## config.mk

```make
export PLATFORM = sky130hd
export DESIGN_NAME = shift_seq_ctrl
export DESIGN_NICKNAME = d
export VERILOG_FILES = /design/src/rtl/shift_seq_ctrl.sv
export SDC_FILE = /design/constraint.sdc
export NUM_CORES = 1
export LEC_CHECK = 0
export ABC_AREA = 1
export CAP_MARGIN = 20
export CORE_ASPECT_RATIO = 1.4
export CORE_UTILIZATION = 52
export CTS_CLUSTER_DIAMETER = 100
export DETAILED_ROUTE_END_ITERATION = 16
export GPL_ROUTABILITY_DRIVEN = 0
export MAX_ROUTING_LAYER = met4
export PLACE_DENSITY = 0.88
export SETUP_SLACK_MARGIN = 0.15
export SYNTH_ARGS = -nofsm -noshare
export SYNTH_HDL_FRONTEND = slang
export SYNTH_SLANG_ARGS = --single-unit
```

## constraint.sdc

```tcl
create_clock -name clk -period 1.55 [get_ports clk]
set_input_delay 0.2325 -clock clk [delete_from_list [all_inputs] [get_ports clk]]
set_output_delay 0.2325 -clock clk [all_outputs]
set_load 0.02 [all_outputs]
```

## src/rtl/shift_seq_ctrl.sv

```systemverilog
// Serializes an N-bit word LSB-first, holding each bit for DIV clocks and
// strobing shift_en at the sampling point of each bit.
module shift_seq_ctrl #(
  parameter int N   = 8,
  parameter int DIV = 4
) (
  input  logic         clk,
  input  logic         rst_n,
  input  logic         in_valid,
  input  logic [N-1:0] in_data,
  output logic         in_ready,
  input  logic         abort,
  output logic         serial_out,
  output logic         shift_en,
  output logic         busy,
  output logic         done
);

  localparam int BW = (N > 1) ? $clog2(N) : 1;
  localparam int DW = (DIV > 1) ? $clog2(DIV) : 1;
  localparam logic [BW-1:0] BIT_LAST = BW'(N - 1);
  localparam logic [DW-1:0] DIV_LAST = DW'(DIV - 1);

  typedef enum logic [1:0] {
    ST_IDLE  = 2'd0,
    ST_SHIFT = 2'd1,
    ST_DONE  = 2'd2
  } state_t;

  state_t        state_r, state_nxt_s;
  logic [N-1:0]  hold_r, hold_nxt_s;
  logic [BW-1:0] bit_cnt_r, bit_cnt_nxt_s;
  logic [DW-1:0] div_cnt_r, div_cnt_nxt_s;

  logic in_ready_r, serial_out_r, shift_en_r, busy_r, done_r;
  logic in_ready_s, serial_out_s, shift_en_s, busy_s, done_s;

  // Next-state, datapath and look-ahead output decode
  always_comb begin
    state_nxt_s   = state_r;
    hold_nxt_s    = hold_r;
    bit_cnt_nxt_s = bit_cnt_r;
    div_cnt_nxt_s = div_cnt_r;
    case (state_r)
      ST_IDLE: begin
        // in_ready_r gates capture so the first cycle after reset accepts nothing
        if (in_valid && in_ready_r) begin
          state_nxt_s   = ST_SHIFT;
          hold_nxt_s    = in_data;
          bit_cnt_nxt_s = {BW{1'b0}};
          div_cnt_nxt_s = {DW{1'b0}};
        end else begin
          state_nxt_s   = ST_IDLE;
        end
      end
      ST_SHIFT: begin
        if (abort) begin
          state_nxt_s   = ST_IDLE;
          hold_nxt_s    = {N{1'b0}};
          bit_cnt_nxt_s = {BW{1'b0}};
          div_cnt_nxt_s = {DW{1'b0}};
        end else if (div_cnt_r == DIV_LAST) begin
          hold_nxt_s    = {1'b0, hold_r[N-1:1]};
          div_cnt_nxt_s = {DW{1'b0}};
          if (bit_cnt_r == BIT_LAST) begin
            state_nxt_s   = ST_DONE;
            bit_cnt_nxt_s = {BW{1'b0}};
          end else begin
            bit_cnt_nxt_s = bit_cnt_r + BW'(1);
          end
        end else begin
          div_cnt_nxt_s = div_cnt_r + DW'(1);
        end
      end
      ST_DONE: begin
        state_nxt_s = ST_IDLE;
      end
      default: begin
        state_nxt_s   = ST_IDLE;
        hold_nxt_s    = {N{1'b0}};
        bit_cnt_nxt_s = {BW{1'b0}};
        div_cnt_nxt_s = {DW{1'b0}};
      end
    endcase

    // Outputs are decoded from the next state so the registered copies line up with it
    in_ready_s   = (state_nxt_s == ST_IDLE);
    busy_s       = (state_nxt_s != ST_IDLE);
    done_s       = (state_nxt_s == ST_DONE);
    serial_out_s = (state_nxt_s == ST_SHIFT) ? hold_nxt_s[0] : 1'b0;
    shift_en_s   = (state_nxt_s == ST_SHIFT) && (div_cnt_nxt_s == DIV_LAST);
  end

  // State, datapath and output registers with synchronous active-low reset
  always_ff @(posedge clk) begin
    if (!rst_n) begin
      state_r      <= ST_IDLE;
      hold_r       <= {N{1'b0}};
      bit_cnt_r    <= {BW{1'b0}};
      div_cnt_r    <= {DW{1'b0}};
      in_ready_r   <= 1'b0;
      serial_out_r <= 1'b0;
      shift_en_r   <= 1'b0;
      busy_r       <= 1'b0;
      done_r       <= 1'b0;
    end else begin
      state_r      <= state_nxt_s;
      hold_r       <= hold_nxt_s;
      bit_cnt_r    <= bit_cnt_nxt_s;
      div_cnt_r    <= div_cnt_nxt_s;
      in_ready_r   <= in_ready_s;
      serial_out_r <= serial_out_s;
      shift_en_r   <= shift_en_s;
      busy_r       <= busy_s;
      done_r       <= done_s;
    end
  end

  assign in_ready   = in_ready_r;
  assign serial_out = serial_out_r;
  assign shift_en   = shift_en_r;
  assign busy       = busy_r;
  assign done       = done_r;

endmodule

```

-- Word-level counts from Yosys, hierarchy flattened
Cells that the tools add are included.
W data, S select, Z words.
- div/mod/pow operators: 0
- add/sub/neg operators: 2
- equality and inequality tests: 9
- multiplexer cells: 18
- bitwise operators: 1
- $mul: 0
- shifts and indexed selects: 0
- order comparisons: 0
- reduce and logical (&&, ||, !) cells: 7
- operators by type and width (kind ; count):
    $mux W8 ; 3
    $pmux W8 S3 ; 1
    $mux W2 ; 6
    $mux W3 ; 4
    $pmux W3 S3 ; 1
    $eq A2 B2 Y1 const B ; 4
    $pmux W2 S3 ; 1
    $eq A2 B1 Y1 const B ; 2
    $logic_not A2 Y1 ; 2
    $pmux W2 S2 ; 1
    $add A3 B1 Y3 const B ; 1
    $eq A3 B3 Y1 const B ; 1
    $ne A3 B3 Y1 const B ; 1
    $reduce_and A3 Y1 ; 1
    $add A2 B1 Y2 const B ; 1
    $logic_and A1 B1 Y1 ; 2
    $ne A2 B2 Y1 const B ; 1
    $reduce_and A2 Y1 ; 1
    $reduce_bool A2 Y1 ; 1
    $mux W1 ; 1
    $not A1 Y1 ; 1
- output and inout port bits: 5
- logic and storage cells: 47
- memories: 0
- register bits after elaboration: 20
- RAM bits: 0
- bits in latches: 0
- bits of input ports: 12
- ROM bits: 0

-- Depth between registers and ports, before layout
Gate-level depths: netlist of run 1.
- depth in word-level cells: 7
- depth in mapped cells: 8
- mapped depth without buffers: 8

-- Worst setup path before layout of run 1
Ideal clock, no wire load.
- path type: register to register
- start: reg in_ready_r, in the netlist in_ready
- end: reg bit_cnt_r[1]
- path buffers: 1
- arrival time: 1.166 ns
- clock period less this slack: 1.278 ns
- library setup time: 0.112 ns
- cell stages (with the launch flop): 7
- required time: 1.438 ns
- setup slack: 0.272 ns
- path through: dfxtp_1 nand2_2 o21ai_1 nand2_2 buf_6 nor2_2 nor2_2
- word-level cells in the longest chain between the ends: 3
- RTL lines (what ; RTL line ; source):
    from (decl) ; 35 ; logic in_ready_r, serial_out_r, shift_en_r, busy_r, done_r;
    from (signal assigned) ; 111 ; in_ready_r <= in_ready_s;
    $logic_and A1 B1 Y1 ; 47 ; if (in_valid && in_ready_r) begin
    $ne A2 B2 Y1 (no source line) ; -- ;
    $reduce_and A3 Y1 (no source line) ; -- ;
    to (signal assigned) ; 99 ; bit_cnt_r <= {BW{1'b0}};
    to (signal assigned) ; 109 ; bit_cnt_r <= bit_cnt_nxt_s;
    to (decl) ; 32 ; logic [BW-1:0] bit_cnt_r, bit_cnt_nxt_s;
No other way between the ends.
A chain may end at the register's enable or synchronous reset.

-- Final worst setup path of run 1
- start: reg in_ready_r, in the netlist in_ready
- end: out in_ready
- RTL lines (what ; RTL line ; source):
    to (decl) ; 11 ; output logic in_ready,
No word-level cell between the ends.

==> summary.txt, run 1 <==
GRT
  – Initial antenna violation count: 0
  – Overflow after GRT: 0
  – Number of global-route vias before repair: slightly above 1000
  – Largest net degree at the start of global routing: 13
  – Tot GR Track Use: between 20% and 30%
  – Wire length of the first global-routing pass: ~4000 um

Timing
  – Final Hold Fails: 0
  – Peak Freq: roughly 760 MHz
  – Setup ws final: 0.228 ns
  – Clock skew: ~0.011 ns
  – Worst Max-Slew Pin Slew: ~0.33 ns
  – RSZ-0062 raised after global routing: false
  – Fin crit share: between 80 and 90%
  – Final setup fails: 0
  – Slew HR: between 70 and 80%
  – Final slew viol count: 0
  – Fin crit period: around 1.3 ns
  – Setup_tns: 0 ns

Worst setup path
  – CP cell instances: clkdlybuf4s15_1
  – CP max FO: 5
  – Largest delay contributor family on the critical path: flip-flops
  – Crit Path Class: reg -> out
  – Crit-path max cell delay: between 0.4 and 0.5 ns
  – Critical path buffers and inverters: 1
  – Crit-path slowest cell: dfxtp_1
  – Startpoint types: register
  – Req. time, crit path: roughly 1.3 ns
  – CP arrival: 1.09 ns
  – Worst setup EP type: output pin

Yosys
  – Simple-gate area share of the yosys netlist: between 40% and 50%
  – Synth Net Count: between 150 and 200
  – Compound-Gate Fraction of Synth Area: around 10%
  – Synth cell count leaders: nor2_1 (27), nand3_1 (23), nand2_1 (21)
  – Most frequent cell after synthesis: nor2_1
  – Largest family of logic cells by synthesized area: simple AND/OR/NAND/NOR gates
  – Syn_area_per_cell: between 7 and 8 um^2
  – Post-synth top area share: 37.3%
  – Cell count after synthesis: 148
  – Top_reg_cell synth: dfxtp_1
  – Post-synth top area cell: dfxtp_1
  – Adder-Cell Fraction of Synth Area: under 10%
  – Synthesized cell area: 1070 um^2
  – Ys async rst share: 0%
  – Yosys Warn Count: 0
  – Unique masters post-synth: 20
  – Synthesized-area fraction occupied by xor and xnor cells: 0%
  – Largest cells by area after synthesis: dfxtp_1 (37%), nand3_1 (11%), nor2_1 (9.5%)
  – Yosys reg bits: 20
  – Mux cell area share after synthesis: 0%
  – Register area share after synthesis: between 30% and 40%
  – Post-synth EDFFs: 0

Routing
  – Total Routed Length: 2500 um
  – DRT iter0 DRCs: 22
  – DR vias/cell: roughly 5.4
  – Wire per inst: approximately 13 um
  – Drt first pass iters: 4
  – Vias post-DR: between 1000 and 1500
  – Routed Antenna Nets: 0
  – DRC viols: 0

Die
  – Core Region: 1950 um^2
  – Die Y: 55.7 um
  – Die width: roughly 40 um
  – Starting density of the core: 55.0%
  – Die area: around 2300 um^2
  – I/O pins: 17
  – Cell Rows: 19

CTS
  – Clock Tree Buf Depth: 2
  – Clk sinks: 20
  – Clk slew on worst S/H paths: 0.12 ns
  – Post-CTS Hold Buffers: 0
  – Worst skew pair latency: about 0.32 ns
  – Max H-tree Level: 1
  – Post-CTS Setup Bufs: 0
  – CTS tree: yes
  – CTS Root Cell: clkbuf_4
  – CTS Buf Count: 3

Final layout
  – Layout area overhead: 26.1%
  – N_diodes: 0
  – NumNets Final: roughly 190
  – Ratio of cells with drive above 1 in the final layout: roughly a quarter

Power
  – Peak supply drop: between 700 and 800 uV
  – Power Density: about 880 nW/um^2
  – Leakage: just under 0.6 nW

Place
  – PortBufs: 16
  – Worst slack, placed: roughly 0.035 ns
  – DP HPWL: 1900 um

Worst hold path
  – Tightest Hold Check Type: in -> reg

Run status
  – Status: complete, no violations

Flow run
  – Max-Cap Viols: 0
[power breakdown]
group | switching (W) | total (W) | internal (W) | leakage [nW]
Combinational | 0.000115 | 0.000205 | 0.0000901 | 0.385
Sequential | 0.0000202 | 0.000559 | 0.000539 | 0.163
Clock | 0.000170 | 0.000432 | 0.000262 | 0.0279
[registers in the layout, summed over array words and instances, names as in the netlist]
| register | flops |
|---|---|
| shift_en | 1 |
| div_cnt_r | 2 |
| serial_out | 1 |
| in_ready | 1 |
| state_r | 2 |
| busy | 1 |
| hold_r | 8 |
| done | 1 |
| bit_cnt_r | 3 |
[layout make-up]
type | count | area [um^2]
Timing Repair Buffer | 24 | 215
Clock buffer | 3 | 22.5
Multi-Input combinational cell | 110 | 602
Tap cell | 21 | 26.3
Clock inverter | 1 | 30.0
Inverter | 15 | 56.3
Fill cell | 165 | 597
Sequential cell | 20 | 400
[metrics by stage]
stage | area (um^2) | cells | power (W) | hold WS [ns] | util (%)
6_report | 1350 | 194 | 0.00120 | 0.468 | 69.4
3_5_place_dp | 1300 | 190 | 0.000773 | 0.464 | 66.6
5_1_grt | 1350 | 194 | 0.00124 | 0.467 | 69.4
4_1_cts | 1340 | 194 | 0.00119 | 0.474 | 68.9
3_3_place_gp | 1300 | 190 | 0.000763 | 0.458 | 66.6
2_1_floorplan | 1070 | 148 | 0.000693 | 0.330 | -
[placed cells by master (no fill, tap or decap), drive strengths merged]
cell / instances
buf: 8
a31oi: 2
clkdlybuf4s50: 11
clkdlybuf4s15: 1
clkbuf: 3
dfxtp: 20
nand3: 24
nand2: 33
o21ai: 2
bufinv: 1
inv: 15
dlygate4sd2: 4
nor2: 32
ha: 3
nor3: 3
a21oi: 11
[worst min-delay path: cells and delay by family]
family,cells,cell delay [ns]
AOI/OAI and AO/OA,1,0.05
buffers and inverters,1,0.39
and+or+nand+nor,1,0.08
[metal layers]
| metal | GRT usage (%) | part of all wire [%] |
|---|---|---|
| met5 | - | 0 |
| met4 | 7.14 | 1.0 |
| met3 | 4.40 | 3.6 |
| met2 | 43.1 | 55 |
| met1 | 24.6 | 40 |
[timing repair]
action / 4_1_cts / 5_1_grt
gates resized for setup: 5 / 3
cloned: 0 / 0
setup endpoints to repair: 5 / 9
[worst paths after layout]
| check | from | endpoint | slack [ns] | depth (start not counted) |
|---|---|---|---|---|
| max | in_ready | in_ready | 0.23 | 1 |
| min | in_data[7] | hold_r[7] | 0.47 | 3 |
| max reg2reg | div_cnt_r[0] | hold_r[0] | 0.24 | 8 |
| min reg2reg | hold_r[4] | hold_r[4] | 0.48 | 2 |
[kinds of logic after synthesis]
group	after synthesis
buffers and inverters	18
AND/OR/NAND/NOR	92
adder cells (fa/ha/maj)	3
AO/OA/AOI/OAI	15
flip-flops	20
No activity file was read; power rests on OpenSTA's default activity.
==> run 2: changes to the inputs <==
--- a/config.mk
+++ b/config.mk
@@ -13,8 +13,9 @@
 export DETAILED_ROUTE_END_ITERATION = 16
 export GPL_ROUTABILITY_DRIVEN = 0
 export MAX_ROUTING_LAYER = met4
-export PLACE_DENSITY = 0.88
-export SETUP_SLACK_MARGIN = 0.15
+export PLACE_DENSITY = 0.78
+export REMOVE_ABC_BUFFERS = 1
+export SETUP_SLACK_MARGIN = 0.02
 export SYNTH_ARGS = -nofsm -noshare
 export SYNTH_HDL_FRONTEND = slang
 export SYNTH_SLANG_ARGS = --single-unit
==> run 2 against run 1 <==
Effect of this change: fmax down 10%; critical endpoint is now shift_en; critical path depth unchanged; sequential power about the same; combinational power shrank 3%; wire length fell by 2.2%; via count fell by 1.1%; total power shrank 12%; sequential share of layout area up 0.56 points; clock skew down 0.0093 ns; register-to-register slack got worse by 0.05 ns; highest routed layer unchanged; die area unchanged; count of clock-buffer cells in the layout grew 1.
==> summary.txt, run 2 (synthesis gave the netlist of run 1 again) <==
Timing
  – RSZ-0062 raised after global routing: false
  – Fin crit share: 94.8%
  – Final setup fails: 0
  – Peak Freq: 680 MHz
  – Fin crit period: between 1 and 1.5 ns
  – Clock skew: 0.00167 ns
  – Setup_tns: 0 ns
  – Setup ws final: 0.0804 ns
  – Slew HR: 78.9%
  – Final Hold Fails: 0
  – Worst Max-Slew Pin Slew: ~0.32 ns
  – Final slew viol count: 0

Run status
  – Status: complete, no violations

Worst setup path
  – Startpoint types: register
  – CP arrival: 1.24 ns
  – Crit. path cell count: 1
  – Crit Path Class: reg -> out
  – Critical path buffers and inverters: 1
  – CP cell instances: clkdlybuf4s50_1
  – Worst setup EP type: output pin
  – Crit-path max cell delay: approximately 0.6 ns
  – Req. time, crit path: approximately 1.3 ns
  – RR Endpoint: bit_cnt_r[1]
  – Largest delay contributor family on the critical path: buffers and inverters
  – Worst setup path end: shift_en
  – R2R cell count: 6
  – CP Launch Point: shift_en
  – Worst r2r src: div_cnt_r[0]
  – CP max FO: 1
  – Reg-to-reg slack, setup: around 0.19 ns
  – Crit-path slowest cell: clkdlybuf4s50_1

Final layout
  – Ratio of cells with drive above 1 in the final layout: 24.4%
  – NumNets Final: 188
  – Most frequent cells in the layout: nor2_1 (27), nand3_1 (23), nand2_1 (21)
  – Most flop-heavy register: hold_r
  – Commonest non-fill, non-tap cell in the layout: nor2_1
  – Finished Layout Cells: between 150 and 200
  – Top flop regs: hold_r x8, bit_cnt_r x3
  – N_diodes: 0
  – Max FFs per register: 8
  – Layout area overhead: 23.8%

Power
  – Peak supply drop: just under 800 uV
  – Power Density: a little under 800 nW/um^2
  – Leakage: 0.546 nW

Worst hold path
  – Tightest Hold Check Type: reg -> reg
  – Worst Hold Depth: 2

Die
  – Die Y: around 56 um
  – Cell Rows: 19
  – Die area: 2250 um^2
  – I/O pins: 17
  – Die width: approximately 40 um
  – Core Region: roughly 1900 um^2
  – Starting density of the core: 55.0%

GRT
  – Number of global-route vias before repair: ~1000
  – Wire length of the first global-routing pass: just over 4000 um
  – Initial antenna violation count: 0
  – Largest net degree at the start of global routing: 12
  – Tot GR Track Use: approximately 26%
  – Overflow after GRT: 0

Flow run
  – Max-Cap Viols: 0

CTS
  – Worst skew pair latency: about 0.3 ns
  – Max H-tree Level: 1
  – CTS Root Cell: clkbuf_4
  – Post-CTS Setup Bufs: 0
  – Clk sinks: 20
  – Post-CTS Hold Buffers: 0
  – Clock Tree Buf Depth: 2
  – CTS tree: yes
  – CTS Buf Count: 3
  – Clk slew on worst S/H paths: approximately 0.1 ns

Routing
  – Wire per inst: around 13 um
  – DR vias/cell: between 5 and 6
  – DRC viols: 0
  – Routed Antenna Nets: 0
  – Total Routed Length: 2440 um
  – Drt first pass iters: 4
  – Vias post-DR: 1039
  – DRT iter0 DRCs: 22

Place
  – Worst slack, placed: slightly below 0.02 ns
  – DP HPWL: 1870 um
  – PortBufs: 16
  – Cells after DPL: between 150 and 200
run 2: worst min path at each step:
stage / to / from
floorplan: hold_r[0] / rst_n
global placement: hold_r[6] / hold_r[6]
detailed placement: hold_r[7] / hold_r[7]
CTS: hold_r[6] / hold_r[6]
global route: hold_r[5] / hold_r[5]
finish: hold_r[6] / hold_r[6]
run 2: layout make-up:
cell class              instances  area, um^2
clock buffers                   4        36.3
fillers                       176         622
inverters                      15        56.3
multi-input cells             110         597
flip-flops and latches         20         400
well taps                      21        26.3
repair buffers                 23         211
run 2: metrics by stage:
stage / power, W / hold slack (ns) / instance area [um^2] / util (%)
after detailed placement: 0.000768 / 0.463 / 1290 / 66.2
after global placement: 0.000761 / 0.459 / 1290 / 66.2
after floorplan: 0.000686 / 0.330 / 1050 / -
after CTS: 0.00106 / 0.483 / 1330 / 68.0
final: 0.00105 / 0.479 / 1330 / 68.1
after global routing: 0.00111 / 0.501 / 1330 / 68.1
run 2: where the power goes:
group	internal [W]	switching (W)
Combinational	0.0000870	0.000111
Clock	0.000143	0.000155
Sequential	0.000539	0.0000207
Total	0.000769	0.000286
run 2: repair_timing:
| item | 4_1_cts | 5_1_grt |
|---|---|---|
| gates cloned | 0 | 0 |
| gates resized for setup | 1 | 1 |
| endpoints found under the setup margin | 1 | 1 |
run 2: layer usage:
metal  global-route usage (%)  vias to the layer above  wire, um  share of wire (%)
met2                     42.0                       36      1280                 53
met1                     29.5                      473       978                 40
li1                         -                      525         -                  -
met5                        -                        -         0                  0
met3                     6.00                        5       153                6.3
met4                     8.57                        0        25                1.0
==> run 3: changes to the inputs <==
--- a/config.mk
+++ b/config.mk
@@ -12,10 +12,10 @@
 export CTS_CLUSTER_DIAMETER = 100
 export DETAILED_ROUTE_END_ITERATION = 16
 export GPL_ROUTABILITY_DRIVEN = 0
-export MAX_ROUTING_LAYER = met4
 export PLACE_DENSITY = 0.78
 export REMOVE_ABC_BUFFERS = 1
 export SETUP_SLACK_MARGIN = 0.02
 export SYNTH_ARGS = -nofsm -noshare
 export SYNTH_HDL_FRONTEND = slang
 export SYNTH_SLANG_ARGS = --single-unit
+export TNS_END_PERCENT = 20
==> run 3 against run 2 <==
Effect of this change: non-clock buffer count unchanged; via count up 1.2%; final cell count unchanged; sequential share of layout area unchanged; clock power up 1%; fmax about the same; total power up 0.40%.
==> summary.txt, run 3 (synthesis gave the netlist of run 1 again) <==
GRT
  – Wire length of the first global-routing pass: a little over 4000 um
  – Largest net degree at the start of global routing: 12
  – Overflow after GRT: 0
  – Tot GR Track Use: between 20% and 30%
  – Number of global-route vias before repair: roughly 1000
  – Initial antenna violation count: 0

Worst setup path
  – CP max FO: 1
  – Largest delay contributor family on the critical path: buffers and inverters
  – Startpoint types: register
  – CP cell instances: clkdlybuf4s50_1
  – CP arrival: 1.24 ns
  – Worst setup EP type: output pin
  – Crit-path slowest cell: clkdlybuf4s50_1
  – Req. time, crit path: 1.32 ns
  – Crit Path Class: reg -> out
  – Worst r2r src: div_cnt_r[0]
  – Crit-path max cell delay: roughly 0.60 ns
  – Critical path buffers and inverters: 1
  – CP Launch Point: shift_en

Routing
  – Total Routed Length: 2450 um
  – Drt first pass iters: 4
  – Routed Antenna Nets: 0
  – DRC viols: 0
  – DR vias/cell: between 5 and 6
  – Vias post-DR: between 1000 and 1500
  – DRT iter0 DRCs: 21
  – Wire per inst: between 10 and 15 um

Flow run
  – Max-Cap Viols: 0

Place
  – PortBufs: 16
  – DP HPWL: 1870 um
  – Cells after DPL: around 190
  – Worst slack, placed: roughly 0.02 ns

Timing
  – Setup_tns: 0 ns
  – Final setup fails: 0
  – Final slew viol count: 0
  – Worst Max-Slew Pin Slew: 0.316 ns
  – Setup ws final: 0.0800 ns
  – Fin crit share: 94.8%
  – Clock skew: about 0.0035 ns
  – Fin crit period: about 1.5 ns
  – Final Hold Fails: 0
  – Peak Freq: between 600 and 700 MHz
  – Hold slack final: between 0.4 and 0.5 ns
  – Slew HR: 78.8%
  – RSZ-0062 raised after global routing: false

Worst hold path
  – Worst Min Path Start: hold_r[6]
  – Tightest Hold Check Type: reg -> reg

Power
  – Leakage: 0.546 nW
  – Power Density: 798 nW/um^2
  – Sw Pwr: 0.000290 W
  – Share of power burned in registers: a little over half
  – Comb pwr share: a little under a fifth
  – P_int: 0.000769 W
  – Clock network fraction of design power: 28.5%
  – Peak supply drop: 783 uV
  – Sw Ratio: 27.4%

CTS
  – CTS Buf Count: 3
  – Clock Tree Buf Depth: 2
  – CTS Root Cell: clkbuf_4
  – Post-CTS Setup Bufs: 0
  – Clk slew on worst S/H paths: roughly 0.11 ns
  – Clk sinks: 20
  – Max H-tree Level: 1
  – CTS tree: yes
  – Post-CTS Hold Buffers: 0
  – Worst skew pair latency: about 0.3 ns

Final layout
  – Commonest non-fill, non-tap cell in the layout: nor2_1
  – Ratio of cells with drive above 1 in the final layout: between 20% and 30%
  – Top flop regs: hold_r x8, bit_cnt_r x3
  – Core Util, Final: 68.1%
  – Layout area overhead: 23.8%
  – Most frequent cells in the layout: nor2_1 (27), nand3_1 (23), nand2_1 (21)
  – Fill cells: 176
  – N_diodes: 0
  – NumNets Final: approximately 190
  – Finished Layout Cells: approximately 190
  – Most flop-heavy register: hold_r
  – Max FFs per register: 8

Die
  – Core Region: 1950 um^2
  – Starting density of the core: between 50% and 60%
  – Cell Rows: 19
  – Die area: between 2000 and 2500 um^2
  – Die Y: 55.7 um
  – I/O pins: 17
  – Die width: slightly above 40 um

Run status
  – Status: complete, no violations
## run 3: worst min-delay path: cells and delay by family, from the launching register on
kind	cells	cell delay (ns)
AOI/OAI and AO/OA	1	0.04
DFF	1	0.34
and+or+nand+nor	1	0.07
## run 3: per-layer routing
metal	wire (um)	up-vias	GRT usage (%)	share of wire (%)
met5	0	-	0	0
met4	8	0	8.57	0.33
met3	141	2	6.00	5.8
met2	1310	33	42.0	53
met1	993	490	29.5	41
li1	-	526	-	-
## run 3: final cells by class
cell class | count | area [um^2] | area share [%]
multi-input cells | 110 | 597 | 45.0
repair buffers | 23 | 211 | 15.9
clock buffers | 4 | 36.3 | 2.73
well taps | 21 | 26.3 | 1.98
flip-flops and latches | 20 | 400 | 30.2
inverters | 15 | 56.3 | 4.24
## run 3: what timing repair did
action,in CTS,in global routing
cloned,0,0
gates resized for setup,1,1
setup endpoints to repair,1,1
## run 3: worst paths after layout
| kind | depth (start not counted) | to | slack, ns |
|---|---|---|---|
| max | 1 | shift_en | 0.08 |
| min | 2 | hold_r[6] | 0.48 |
| max reg2reg | 6 | bit_cnt_r[1] | 0.20 |
| min reg2reg | 2 | hold_r[6] | 0.48 |
## run 3: power by group through the flow
stage	logic (W)	clock network, W	registers [W]
after global placement	0.000192	0	0.000570
after detailed placement	0.000197	0	0.000571
after floorplan	0.000114	0	0.000572
after global routing	0.000221	0.000331	0.000563
after CTS	0.000197	0.000308	0.000559
final	0.000198	0.000302	0.000559
## run 3: per-stage QoR
step / instance area (um^2) / power [W]
floorplan: 1050 / 0.000686
global route: 1330 / 0.00111
finish: 1330 / 0.00106
CTS: 1330 / 0.00106
global placement: 1290 / 0.000761
detailed placement: 1290 / 0.000768
